**src/rtl/axi_sched_pkg.sv**
```systemverilog
// Shared types and constants for the AXI read burst scheduler.
package axi_sched_pkg;

  localparam int BOUNDARY_BYTES = 4096;

  typedef enum logic [2:0] {
    S_IDLE,
    S_LOAD,
    S_CALC,
    S_ISSUE,
    S_WAIT_ACK,
    S_WAIT_DONE,
    S_NEXT,
    S_FINISH
  } state_t;

  // Shift that converts a beat count into a byte count.
  function automatic int byte_shift(input int data_width);
    return $clog2(data_width / 8);
  endfunction

endpackage

```
**src/rtl/burst_len_calc.sv**
```systemverilog
// Combinational burst length: min(MAX_BURST, remaining beats, beats to the 4 KB boundary).
module burst_len_calc
  import axi_sched_pkg::*;
#(
  parameter int DATA_WIDTH = 64,
  parameter int MAX_BURST  = 16
) (
  input  logic [11:0] cur_addr,   // byte offset within the current 4 KB page
  input  logic [31:0] rem,
  output logic [31:0] blen
);

  localparam int SHIFT = byte_shift(DATA_WIDTH);

  logic [12:0] bytes_left;
  logic [12:0] btb;

  // NOTE: every always_comb output gets a default first, so no path can infer a latch.
  always_comb begin
    bytes_left = 13'(BOUNDARY_BYTES) - {1'b0, cur_addr};
    btb        = bytes_left >> SHIFT;
    blen       = 32'(MAX_BURST);
    if (rem < blen) blen = rem;
    if ({19'd0, btb} < blen) blen = {19'd0, btb};
  end

endmodule

```
**src/rtl/axi_rd_burst_sched.sv**
```systemverilog
// Splits one long read request into 4 KB-safe INCR bursts and sequences the read master.
module axi_rd_burst_sched
  import axi_sched_pkg::*;
#(
  parameter int DATA_WIDTH = 64,
  parameter int MAX_BURST  = 16
) (
  input  logic        clk,
  input  logic        rst,
  input  logic        START_REG,
  input  logic [31:0] ADDR_REG,
  input  logic [31:0] LENGTH_REG,
  output logic        BUSY_REG,
  output logic        DONE_REG,
  output logic [31:0] NBURST_REG,
  output logic [31:0] CYCLES_REG,
  output logic        rd_start,
  output logic [31:0] rd_addr,
  output logic [31:0] rd_len,
  input  logic        rd_idle
);

  localparam int          SHIFT     = byte_shift(DATA_WIDTH);
  localparam logic [31:0] ADDR_MASK = 32'((DATA_WIDTH / 8) - 1);

  state_t      state;
  logic        start_q;
  logic        pend;
  logic [31:0] cur_addr;
  logic [31:0] rem;
  logic [31:0] blen;
  logic        start_fire;

  burst_len_calc #(
    .DATA_WIDTH(DATA_WIDTH),
    .MAX_BURST (MAX_BURST)
  ) u_len (
    .cur_addr(cur_addr[11:0]),
    .rem     (rem),
    .blen    (blen)
  );

  assign BUSY_REG = (state != S_IDLE) && (state != S_FINISH);
  assign DONE_REG = (state == S_FINISH);
  assign rd_start = (state == S_ISSUE) || (state == S_WAIT_ACK);

  // An edge that arrives while the read master is still busy stays pending until it idles.
  assign start_fire = START_REG && (!start_q || pend);

  // NOTE: sequential state uses non-blocking assignments only; later ones in the same edge win.
  always_ff @(posedge clk) begin
    if (rst) begin
      state      <= S_IDLE;
      start_q    <= 1'b1;   // a START held through reset must not fire
      pend       <= 1'b0;
      cur_addr   <= '0;
      rem        <= '0;
      rd_addr    <= '0;
      rd_len     <= '0;
      NBURST_REG <= '0;
      CYCLES_REG <= '0;
    end else begin
      start_q <= START_REG;
      if (BUSY_REG && CYCLES_REG != 32'hFFFF_FFFF) CYCLES_REG <= CYCLES_REG + 32'd1;

      case (state)
        S_IDLE: begin
          if (start_fire) begin
            if (rd_idle) begin
              pend  <= 1'b0;
              state <= S_LOAD;
            end else begin
              pend <= 1'b1;
            end
          end else if (!START_REG) begin
            pend <= 1'b0;
          end
        end
        S_LOAD: begin
          cur_addr   <= ADDR_REG & ~ADDR_MASK;
          rem        <= LENGTH_REG;
          NBURST_REG <= '0;
          CYCLES_REG <= 32'd1;   // LOAD itself is the first busy cycle
          state      <= (LENGTH_REG == '0) ? S_FINISH : S_CALC;
        end
        S_CALC: begin
          rd_addr <= cur_addr;
          rd_len  <= blen;
          state   <= S_ISSUE;
        end
        S_ISSUE:     state <= S_WAIT_ACK;
        S_WAIT_ACK:  if (!rd_idle) state <= S_WAIT_DONE;
        S_WAIT_DONE: if (rd_idle) state <= S_NEXT;
        S_NEXT: begin
          cur_addr   <= cur_addr + (rd_len << SHIFT);
          rem        <= rem - rd_len;
          NBURST_REG <= NBURST_REG + 32'd1;
          state      <= (rem == rd_len) ? S_FINISH : S_CALC;
        end
        S_FINISH:    if (!START_REG) state <= S_IDLE;
        default:     state <= S_IDLE;
      endcase
    end
  end

endmodule
```
**config.mk**
```make
export PLATFORM = sky130hd
export DESIGN_NAME = axi_rd_burst_sched
export DESIGN_NICKNAME = d
export VERILOG_FILES = /design/src/rtl/axi_sched_pkg.sv /design/src/rtl/burst_len_calc.sv /design/src/rtl/axi_rd_burst_sched.sv
export SDC_FILE = /design/constraint.sdc
export NUM_CORES = 1
export LEC_CHECK = 0
export ABC_AREA = 1
export BUFFER_PORTS_ARGS = -buffer_cell sky130_fd_sc_hd__clkbuf_2
export CAP_MARGIN = 30
export CORE_ASPECT_RATIO = 1.4
export CORE_UTILIZATION = 25
export DETAILED_ROUTE_END_ITERATION = 7
export REMOVE_ABC_BUFFERS = 1
export SETUP_SLACK_MARGIN = 0.5
export SLEW_MARGIN = 20
export SYNTH_ARGS = -nofsm -noshare
export SYNTH_HDL_FRONTEND = slang
export SYNTH_HIERARCHICAL = 1
export SYNTH_SLANG_ARGS = --single-unit
```
**constraint.sdc**
```tcl
create_clock -name clk -period 2.6 [get_ports clk]
set_input_delay 0.13 -clock clk [delete_from_list [all_inputs] [get_ports clk]]
set_output_delay 0.13 -clock clk [all_outputs]
set_load 0.02 [all_outputs]
```
==> flow_summary_export.csv <==
group,metric,value,unit
final_layout,seq_area,3870,sq um
clocking,htreeDepth,4,
timing,tns,-0.569,ns
timing,drv_slew,0,
routing,drtIter0Drc,747,
clocking,cts_root_buf,"clkbuf_16",
outcome,violations,"negative setup slack",
worst_setup_path,worstReg2RegStart,"cur_addr[3]",
pwr,cellPowerDensity,894,nW/um^2
final_layout,n_fill_cell,6270,
clocking,cts_tree,"yes",
worst_setup_path,start_kind,"flip-flop",
timing,finClkSkew,0.0130,ns
yosys,synth.most_common_cell,"nand2_1",
place,gp_congestion,0.936,
clocking,cts.sinks,191,
pwr,p_leak,8.12,nW
yosys,synth_compound_area_share,15.5,%
clocking,clock_latency,0.48,ns
floorplanning,start_util,25.3,%
yosys,synth.top_cells.by_count,"695 x nand2_1, 389 x inv_1, 208 x a21oi_1, 208 x nor2_1, 191 x dfxtp_1",
worst_setup_path,slowest_stage,"dfxtp_2",
worst_setup_path,critPathCapture,"rd_len[1]",
yosys,ys_top_cells_by_area,"dfxtp_1 27%, nand2_1 18%, inv_1 10%, a21oi_1 7.3%, ha_1 6.1%",
clocking,cts_buffer_depth,2,
global_route,grt_overflow,0,
worst_setup_path,arrival,3.04,ns
yosys,syn_inst,2367,
yosys,synth-seq-cells,191,
clocking,clk_pin_slew,0.08,ns
floorplanning,core_area,56300,sq um
place,io_buffers,192,
place,dp_slack,-0.217,ns
yosys,syn_area_per_cell,6.02,sq um
global_route,grt_pass1_wl,79.2,mm
timing,period_needed,2.69,ns
worst_setup_path,ff2ff_path_depth,19,
routing,drtPass1Iterations,5,
floorplanning,pin_count,199,
timing,worstMarginPinSlew,0.726,ns
yosys,synth_edf_count,0,
routing,drc,0,
timing,setup_slack,-0.0908,ns
worst_setup_path,cpPeakStageDelay,0.33,ns
floorplanning,die_h,284,um
yosys,syn_area,14200,sq um
yosys,synthMuxAreaShare,0,%
routing,vias,15174,
yosys,yosysSeqAreaShare,26.8,%
global_route,grt_max_degree,115,
floorplanning,die_w,204,um
clocking,cts_buffers,17,
job,maxCapViolCount,0,
floorplanning,dieArea,58000,sq um
worst_setup_path,endpoint_kind,"flip-flop",
floorplanning,rows,103,
final_layout,final_nets,2730,
hold_path,hold_path.class,"input pin to flip-flop",
routing,wl_per_cell,15.2,um
yosys,synth-async-reset-ratio,0,%
yosys,yosysTopAreaCellShare,26.8,%
final_layout,multi_input_area,9310,sq um
yosys,synth_top_area_cell,"dfxtp_1",
global_route,grt_pass1_vias,14677,
global_route,grt_usage,17.5,%
yosys,synth_xor_area_share,1.23,%
outcome,status,"finished, violations left",
yosys,yosysWarnings,6,
timing,fin_crit_sh,103,%
timing,finalHoldViolations,0,
final_layout,syn2layout_area_growth,25.2,%
pwr,ir_worst_vdd,0.561,mV
routing,antenna_left,0,
yosys,synthFlopType,"dfxtp_1",
timing,rsz0062_at_grt,"true",
timing,slew_headroom,51.6,%
worst_setup_path,crit_start,"cur_addr[3]",
worst_setup_path,crit_top_cell,"or2_4",
yosys,synthSimpleGateAreaFrac,35.8,%
hold_path,hp-start,"LENGTH_REG[21]",
worst_setup_path,r2r-end,"rd_len[1]",
worst_setup_path,required,2.95,ns
global_route,antenna_found_initial,2,
timing,setup_viol,10,
routing,drt-total-wl,50.6,mm
worst_setup_path,worst-r2r-setup-slack,-0.09,ns
routing,via_per_inst,4.54,
place,place_hpwl,39.1,mm
worst_setup_path,worst-path-max-fanout,5,
final_layout,drive_gt1_share,20.1,%
timing,max_freq,372,MHz
worst_setup_path,path_cells,"or2_4 -> or2_4 -> nor2_4 -> nand2_4 -> nor2_4 -> nand2_2 -> or2_4 -> or2_4 -> nand2_4 -> inv_2 -> ha_4 -> nand2_2 -> inv_2 -> nand2_4 -> buf_6 -> nand3_1 -> nand2_1 -> o21ai_1 -> a21oi_1",
yosys,synth_top_family_by_area,"simple AND/OR/NAND/NOR gates",
yosys,ys_types,54,
worst_setup_path,critPathKind,"flip-flop to flip-flop",
yosys,synth_adder_area_share,6.43,%
==> worst max-delay path: cells and delay by family, from the launching register on <==
| family | cells | cell delay (ns) |
|---|---|---|
| simple gates | 13 | 1.59 |
| flops | 1 | 0.33 |
| fa+ha+maj | 1 | 0.25 |
| buf+inv | 3 | 0.23 |
| compound gates | 2 | 0.17 |
==> where the power goes <==
part | leakage, nW | switching [W] | total (W) | internal [W]
sequential | 1.56 | 0.000384 | 0.00369 | 0.00330
combinational | 6.27 | 0.00614 | 0.00939 | 0.00325
clock | 0.295 | 0.00140 | 0.00287 | 0.00148
total | 8.12 | 0.00792 | 0.0159 | 0.00803
==> per-layer routing <==
layer	wire length (um)	vias up	global-route usage [%]
met3	1320	99	1.83
met5	0	-	0
met2	25700	277	31.8
li1	-	7916	-
met1	21400	6882	19.9
met4	2230	0	8.80
==> sequential cells by signal (all words and copies together) (netlist names) <==
signal and count:
rd_len 32, pend 1, NBURST_REG 32, cur_addr 29
rem 32, start_q 1, CYCLES_REG 32, state 3
rd_addr 29
==> cell families (layout without fill, tap and decap cells) <==
family	Yosys count	count (layout)
simple gates	1190	1192
xor+xnor	20	20
fa+ha+maj	72	72
compound gates	401	401
buf+inv	490	694
other cells	3	35
flops	191	191
==> cell type report <==
cell class | count | area share (%)
Multi-Input combinational cell | 1718 | 52.2
Sequential cell | 191 | 21.7
Timing Repair Buffer | 261 | 8.94
Inverter | 401 | 8.53
Tap cell | 735 | 5.15
Clock buffer | 18 | 2.46
Clock inverter | 14 | 0.961
Antenna cell | 2 | 0.0281
==> repair_timing <==
item / CTS / global route
gates cloned: 1 / 1
setup endpoints to repair: 68 / 100
gates resized for setup: 51 / 162
endpoints found under the hold margin: 27 / 0
pin swaps: 11 / 18
hold buffers: 25 / 0
buffers inserted: 1 / 8
==> stage by stage <==
stage / util [%] / cell area (sq um) / power [W] / std cells / hold slack (ns)
2_1_floorplan: - / 13900 / 0.00945 / 2308 / 0.199
3_3_place_gp: 28.5 / 16100 / 0.0120 / 3270 / 0.373
3_5_place_dp: 28.5 / 16100 / 0.0120 / 3270 / 0.381
4_1_cts: 30.3 / 17100 / 0.0151 / 3329 / 0.0117
5_1_grt: 31.7 / 17800 / 0.0173 / 3340 / 0.0355
6_report: 31.7 / 17800 / 0.0159 / 3340 / 0.0205
==> placed cells by master, fill, tap and decap left out, types with 6 or more instances in the layout <==
cell type      instances
a31oi_1               20
o21ai_1               20
nor2_2                32
or2_2                 17
nand3b_1              17
xor2_1                12
nor2_1               185
conb_1                33
ha_1                  36
buf_4                 39
xnor2_1                8
clkbuf_16             17
a22o_1                23
nand2_4                7
clkbuf_2             191
dfxtp_2               28
nor2_4                10
inv_1                381
a21oi_2               24
nand2_1              661
inv_2                 15
ha_2                   9
a21oi_1              184
o22ai_1                6
nand4_1               21
ha_4                  25
dfxtp_1              159
o21ai_0               95
nand2_2               37
o21bai_1              11
nand3_2               18
dlygate4sd3_1         25
nor3_1                30
nand3_1              129
==> worst min-delay path by stage <==
stage                           to  slack (ns)  cells past startpoint
floorplan           NBURST_REG[13]        0.20                      1
global placement           start_q        0.37                      2
detailed placement         start_q        0.38                      2
CTS                        rem[21]        0.01                      5
global route          cur_addr[16]        0.04                      4
finish                     rem[21]        0.02                      5
Power figures use the tool's default switching activity.
